`src/rtl/pc_pkg.sv`:
```
// ============================================================================
//  Module      : pc_pkg
//  Description : Shared types and state encodings for the program counter.
//  Revision    : 1.0 - initial release
// ============================================================================
`default_nettype none

package pc_pkg;

    // Fetch FSM encodings
    localparam logic [1:0] c_RUN     = 2'd0;
    localparam logic [1:0] c_WAIT_LO = 2'd1;
    localparam logic [1:0] c_WAIT_HI = 2'd2;
    localparam logic [1:0] c_HALT    = 2'd3;

    typedef enum logic [1:0] {
        ST_RUN     = c_RUN,
        ST_WAIT_LO = c_WAIT_LO,
        ST_WAIT_HI = c_WAIT_HI,
        ST_HALT    = c_HALT
    } pcState_t;

endpackage

`default_nettype wire

```
`src/rtl/pc_ras.sv`:
```
// ============================================================================
//  Module      : pc_ras
//  Description : Return-address stack. DEPTH must be a power of two (>= 2).
//                Overflowing pushes and underflowing pops are ignored here;
//                the caller decides how to flag them.
//  Revision    : 1.0 - initial release
// ============================================================================
`default_nettype none

module pc_ras #(
    parameter int ADDR_W = 8,
    parameter int DEPTH  = 4
) (
    input  logic              clk,
    input  logic              rst,
    input  logic              push,
    input  logic              pop,
    input  logic [ADDR_W-1:0] pushData,
    output logic              full,
    output logic              empty,
    output logic [ADDR_W-1:0] top
);

    localparam int             c_PTR_W   = $clog2(DEPTH);
    localparam logic [c_PTR_W:0] c_CNT_ONE = 1;
    localparam logic [c_PTR_W-1:0] c_IDX_ONE = 1;

    logic [ADDR_W-1:0]  r_mem [DEPTH];
    logic [c_PTR_W:0]   r_count;
    logic [c_PTR_W-1:0] w_wrIdx;
    logic [c_PTR_W-1:0] w_topIdx;

    // Count is one wider than the index, so its MSB alone means "full".
    assign w_wrIdx  = r_count[c_PTR_W-1:0];
    assign w_topIdx = w_wrIdx - c_IDX_ONE;
    assign full     = r_count[c_PTR_W];
    assign empty    = (r_count == '0);
    assign top      = r_mem[w_topIdx];

    // Occupancy counter; a push and pop together leave it unchanged
    always_ff @(posedge clk or posedge rst) begin
        if (rst) begin
            r_count <= '0;
        end else if (push && !full && !(pop && !empty)) begin
            r_count <= r_count + c_CNT_ONE;
        end else if (pop && !empty && !(push && !full)) begin
            r_count <= r_count - c_CNT_ONE;
        end
    end

    // Entry storage needs no reset: only slots below the count are ever read
    always_ff @(posedge clk) begin
        if (push && !full) begin
            r_mem[w_wrIdx] <= pushData;
        end
    end

endmodule

`default_nettype wire

```
`src/rtl/program_counter.sv`:
```
// ============================================================================
//  Module      : program_counter
//  Description : Fetch-address generator with branch/call/return handling,
//                a two-phase handshake with the downstream delay stage after
//                every redirect, and a halt state left only through reset.
//                Define PC_RAS_EN to build the return-address stack, call/ret
//                handling and the rasErr flag; otherwise call acts as a
//                plain branch, ret is ignored and rasErr is 0.
//  Revision    : 1.0 - initial release
// ============================================================================
`default_nettype none

module program_counter
    import pc_pkg::*;
#(
    parameter int                ADDR_W    = 8,
    parameter logic [ADDR_W-1:0] RESET_PC  = '0,
    parameter int                RAS_DEPTH = 4
) (
    input  logic              clk,
    input  logic              rst,
    input  logic              pcEn,
    input  logic              brValid,
    input  logic [ADDR_W-1:0] brTarget,
    input  logic              call,
    input  logic              ret,
    input  logic              halt,
    output logic [ADDR_W-1:0] pc,
    output logic              pcValid,
    output logic              delayEn,
    output logic              rasErr
);

    localparam logic [ADDR_W-1:0] c_ONE = 1;

    pcState_t          r_state;
    pcState_t          w_nextState;
    logic [ADDR_W-1:0] r_pc;
    logic [ADDR_W-1:0] w_pcNext;
    logic [ADDR_W-1:0] w_pcInc;
    logic [ADDR_W-1:0] w_popPc;
    logic              r_pcValid;
    logic              r_delayEn;
    logic              w_validNext;
    logic              w_delayNext;
    logic              w_advance;
    logic              w_doHalt;
    logic              w_doRet;
    logic              w_doCall;
    logic              w_doBr;
    logic              w_jump;

    assign w_pcInc = r_pc + c_ONE;

    // Requests are honoured only once the current pc has been presented as
    // valid; the first cycle after reset just raises pcValid.
    assign w_advance = (r_state == ST_RUN) && r_pcValid && pcEn;
    assign w_doHalt  = w_advance && halt;

`ifdef PC_RAS_EN
    logic              w_rasFull;
    logic              w_rasEmpty;
    logic [ADDR_W-1:0] w_rasTop;
    logic              r_rasErr;

    // ret wins over call, so a simultaneous pair never pushes
    assign w_doRet  = w_advance && !halt && ret;
    assign w_doCall = w_advance && !halt && !ret && call;
    assign w_doBr   = w_advance && !halt && !ret && !call && brValid;
    assign w_popPc  = w_rasEmpty ? RESET_PC : w_rasTop;

    pc_ras #(
        .ADDR_W (ADDR_W),
        .DEPTH  (RAS_DEPTH)
    ) u_ras (
        .clk      (clk),
        .rst      (rst),
        .push     (w_doCall),
        .pop      (w_doRet),
        .pushData (w_pcInc),
        .full     (w_rasFull),
        .empty    (w_rasEmpty),
        .top      (w_rasTop)
    );

    // Sticky error on overflowing call or underflowing ret
    always_ff @(posedge clk or posedge rst) begin
        if (rst) begin
            r_rasErr <= 1'b0;
        end else if ((w_doCall && w_rasFull) || (w_doRet && w_rasEmpty)) begin
            r_rasErr <= 1'b1;
        end
    end

    assign rasErr = r_rasErr;
`else
    logic w_unusedRet;

    assign w_unusedRet = ret;
    assign w_doRet     = 1'b0;
    assign w_doCall    = 1'b0;
    assign w_doBr      = w_advance && !halt && (brValid || call);
    assign w_popPc     = RESET_PC;
    assign rasErr      = 1'b0;
`endif

    assign w_jump = w_doRet || w_doCall || w_doBr;

    // State register
    always_ff @(posedge clk or posedge rst) begin
        if (rst) begin
            r_state <= ST_RUN;
        end else begin
            r_state <= w_nextState;
        end
    end

    // Next-state: redirects wait for the delay stage to drop then re-raise pcEn
    always_comb begin
        w_nextState = r_state;
        case (r_state)
            ST_RUN: begin
                if (w_doHalt) begin
                    w_nextState = ST_HALT;
                end else if (w_jump) begin
                    w_nextState = ST_WAIT_LO;
                end
            end
            ST_WAIT_LO: begin
                if (!pcEn) begin
                    w_nextState = ST_WAIT_HI;
                end
            end
            ST_WAIT_HI: begin
                if (pcEn) begin
                    w_nextState = ST_RUN;
                end
            end
            ST_HALT: begin
                w_nextState = ST_HALT;
            end
            default: begin
                w_nextState = ST_RUN;
            end
        endcase
    end

    // Output decode: next pc, next pcValid and the redirect stall pulse
    always_comb begin
        w_pcNext    = r_pc;
        w_validNext = (w_nextState == ST_RUN);
        w_delayNext = w_jump;
        if (w_doRet) begin
            w_pcNext = w_popPc;
        end else if (w_doCall || w_doBr) begin
            w_pcNext = brTarget;
        end else if (w_advance && !w_doHalt) begin
            w_pcNext = w_pcInc;
        end
    end

    // Registered outputs
    always_ff @(posedge clk or posedge rst) begin
        if (rst) begin
            r_pc      <= RESET_PC;
            r_pcValid <= 1'b0;
            r_delayEn <= 1'b0;
        end else begin
            r_pc      <= w_pcNext;
            r_pcValid <= w_validNext;
            r_delayEn <= w_delayNext;
        end
    end

    assign pc      = r_pc;
    assign pcValid = r_pcValid;
    assign delayEn = r_delayEn;

endmodule

`default_nettype wire

```
`config.mk`:
```
export PLATFORM = sky130hd
export DESIGN_NAME = program_counter
export DESIGN_NICKNAME = d
export VERILOG_FILES = /design/src/rtl/pc_pkg.sv /design/src/rtl/pc_ras.sv /design/src/rtl/program_counter.sv
export SDC_FILE = /design/constraint.sdc
export NUM_CORES = 1
export LEC_CHECK = 0
export ABC_CLOCK_PERIOD_IN_PS = 3700
export BUFFER_PORTS_ARGS = -buffer_cell sky130_fd_sc_hd__buf_2
export CAP_MARGIN = 0
export CELL_PAD_IN_SITES_DETAIL_PLACEMENT = 2
export CELL_PAD_IN_SITES_GLOBAL_PLACEMENT = 2
export CORE_UTILIZATION = 28
export DETAILED_ROUTE_END_ITERATION = 8
export GPL_TIMING_DRIVEN = 0
export PLACE_DENSITY = 0.88
export SLEW_MARGIN = 20
export SYNTH_ARGS = -nofsm -noshare
export SYNTH_HDL_FRONTEND = slang
export SYNTH_HIERARCHICAL = 1
export SYNTH_SLANG_ARGS = --single-unit
```
`constraint.sdc`:
```
create_clock -name clk -period 3.7 [get_ports clk]
set_input_delay 0.555 -clock clk [delete_from_list [all_inputs] [get_ports clk]]
set_output_delay 0.555 -clock clk [all_outputs]
set_load 0.05 [all_outputs]
```
==> reports/qor.log <==
INFO  power          p_leak=0.388nW
INFO  detailed_routing post_drt_wl_per_cell=16.2µm
INFO  critical_path  cell_by_cell_trace_of_the_critical_path=buf_2
INFO  synthesis      synth_cell_type_count=30
INFO  critical_path  path_delay_family=flip-flops
INFO  detailed_routing detail_route.wirelength.met1=895µm
INFO  critical_path  crit_path_start=pc[2]
INFO  finish         final_cell_mix=buf_2 (23), dfrtp_1 (12), a21oi_1 (10)
INFO  sta            fin_crit_sh=0.441
INFO  critical_path  reg2reg_depth=5
INFO  place          numPortBuffers=23
INFO  place          numPlacedInstances=124
INFO  synthesis      ys_seq_elements=12
INFO  sta            final-hold-violation-count=0
INFO  detailed_routing drt.antenna.violating_nets=0
INFO  floorplan      io_pins=26
INFO  clock_tree     worst_skew_pair.late_latency=280ps
INFO  clock_tree     cts_max_level=1
INFO  job            timing.max_cap.violations=0
INFO  detailed_routing drt_iter0_markers=9
INFO  sta            fmaxAchievable=612MHz
INFO  power          design_power_total=0.000776W
INFO  synthesis      net_count_after_synthesis=89
INFO  detailed_routing topRoutingLayerUsed=met4
INFO  sta            total_neg_setup_slack=0ps
INFO  synthesis      post_synthesis_average_cell_area=9.22µm²
INFO  outcome        status=complete, no violations
INFO  synthesis      yosysWarnings=6
INFO  grt            grt_util_all_layers=0.180
INFO  clock_tree     cts_buffers=3
INFO  clock_tree     max-clock-path-buffers=2
INFO  clock_tree     cts.clk_slew.worst_paths=80ps
INFO  finish         finalNetCount=117
INFO  floorplan      die-width=51.0µm
INFO  finish         fraction_of_layout_instances_using_a_drive_strength_above_1=0.350
INFO  critical_path  timing.rr.end=pc[6]
INFO  critical_path  timing.reg2reg.setup_slack=2170ps
INFO  power          clockPowerShare=0.140
INFO  clock_tree     post-cts-setup-buffer-count=0
INFO  detailed_routing wl=2080µm
INFO  finish         antenna_cells_inserted=0
INFO  critical_path  worst-path-max-fanout=7
INFO  synthesis      synth_seq_area_share=0.446
INFO  clock_tree     cts_resized=0
INFO  finish         layout-area-overhead-vs-synth=27.7%
INFO  clock_tree     clkSinkCount=12
INFO  grt            grt_pass1_vias=739
INFO  finish         finalNonFillerCells=128
INFO  floorplan      core_area=2230µm²
INFO  power          share_comb_of_total_power=0.508
INFO  critical_path  max_stage_delay=490ps
INFO  grt            grt_start_max_net_pins=13
INFO  clock_tree     cts_tree=yes
INFO  finish         seq_area=300µm²
INFO  power          cell_internal_pwr=0.000364W
INFO  grt            wire_length_of_the_first_global_routing_pass=3390µm
INFO  power          pwr_density_cell=903nW/µm²
INFO  sta            grt_setup_unrepaired=no
INFO  synthesis      syn_area=673µm²
INFO  synthesis      synth_ff_type=dfrtp_1
INFO  grt            grt_remaining_overflow=0
INFO  power          seq_power_share=0.352
INFO  critical_path  setup.worst_path.class=reg -> out
INFO  critical_path  reg2reg_from=pc[0]
INFO  sta            worst_clock_skew=2.33ps
INFO  critical_path  critPathCaptureType=primary output
INFO  critical_path  worst-endpoint-required=3140ps
INFO  critical_path  crit_slowest_cell=dfrtp_1
INFO  sta            fin_hold_ws=280ps
INFO  detailed_routing drc=0
INFO  power          switching_share=0.531
INFO  floorplan      std_cell_rows=17
INFO  sta            final_max_slew_viol_count=0
INFO  critical_path  cp_data_arrival_time=1080ps
INFO  detailed_routing drtPass1Iterations=4
INFO  place          weighted_congestion_reported_at_the_end_of_routability_driven_placement=0.735
INFO  grt            antenna_found_initial=0
INFO  floorplan      initial_utilization=0.301
INFO  finish         layout.cells.most_common=buf_2
INFO  critical_path  crit_buf_inv=1
INFO  detailed_routing met2WireLength=1070µm
INFO  power          power.ir.vdd_worst=0.000484V
INFO  synthesis      synthArstFlopShare=1.00
INFO  sta            final_period_minus_worst_setup_slack=1630ps
INFO  sta            setup_ws=2070ps
INFO  floorplan      die_height=51.0µm
INFO  sta            setup-violations-final=0
INFO  power          netSwitchingPower=0.000412W
INFO  place          place_ws=2000ps
INFO  finish         multiInputGateArea=339µm²
INFO  detailed_routing route.met3.wl=101µm
INFO  place          dp.final_hpwl=1590µm
INFO  detailed_routing dr_total_vias=685
INFO  clock_tree     clock_tree.root_cell=clkbuf_4
INFO  clock_tree     cts_hold_buf=0
INFO  min_path       hp-class=in -> async
INFO  synthesis      synth-edff-count=0
INFO  floorplan      floorplan.die_area=2600µm²
INFO  detailed_routing detail_route.vias_per_cell=5.35
INFO  synthesis      netlist_instances=73
INFO  critical_path  cp-start-kind=flop
INFO  finish         filler_cell_count=267
## kinds of logic (layout without fill, tap and decap cells)
kind of cell    Yosys count  after routing  share of synthesized area
compound gates           27             27                      0.240
fa+ha+maj                 1              1                     0.0186
buf+inv                   4             31                     0.0502
flops                    12             12                      0.446
mux                       1              1                     0.0149
other cells               1              1                    0.00557
simple gates             27             27                      0.225
## metal layers
layer / up-vias / GRT usage
met3: 2 / 0.0446
met2: 21 / 0.325
li1: 323 / -
met5: - / 0
met1: 339 / 0.210
met4: 0 / 0.0417
## metrics by stage
stage,utilization,instance area [µm²]
final,0.385,860
after global routing,0.385,860
after CTS,0.385,860
after detailed placement,0.369,823
after global placement,0.369,823
after floorplan,-,673
## Yosys cell counts (2+ instances only)
| master | n | share of area |
|---|---|---|
| a21oi_1 | 10 | 0.074 |
| a2bb2oi_1 | 2 | 0.026 |
| buf_6 | 2 | 0.033 |
| dfrtp_1 | 12 | 0.45 |
| nand2_1 | 7 | 0.039 |
| nand2b_1 | 2 | 0.019 |
| nand3_1 | 4 | 0.030 |
| nor2_1 | 3 | 0.017 |
| nor2b_1 | 2 | 0.019 |
| o21ai_0 | 7 | 0.052 |
| o22ai_1 | 3 | 0.028 |
## final cells by class
type,count,share of cell area
Tap cell,28,0.0408
Multi-Input combinational cell,57,0.394
Buffer,3,0.0349
Sequential cell,12,0.349
Timing Repair Buffer,23,0.134
Inverter,1,0.00437
Clock buffer,4,0.0422
## flip-flops by register name, indices dropped and copies added, names as in the netlist
| signal | flops |
|---|---|
| pc | 8 |
| r_state | 2 |
| delayEn | 1 |
| pcValid | 1 |
## worst max-delay path by stage
stage / to / cells after the start / slack [ps]
after floorplan: pc[6] / 5 / 2010
after global placement: pc[4] / 6 / 2060
after detailed placement: pc[0] / 5 / 2000
after CTS: pc[2] / 1 / 2050
after global routing: pc[2] / 1 / 2030
final: pc[2] / 1 / 2070
## power by group through the flow
stage	logic [W]	clock network, W	registers [W]
floorplan	0.000123	0	0.000432
global placement	0.000382	0	0.000266
detailed placement	0.000400	0	0.000275
CTS	0.000400	0.000113	0.000273
global route	0.000421	0.000120	0.000281
finish	0.000395	0.000108	0.000273
(Power assumes the default switching activity.)
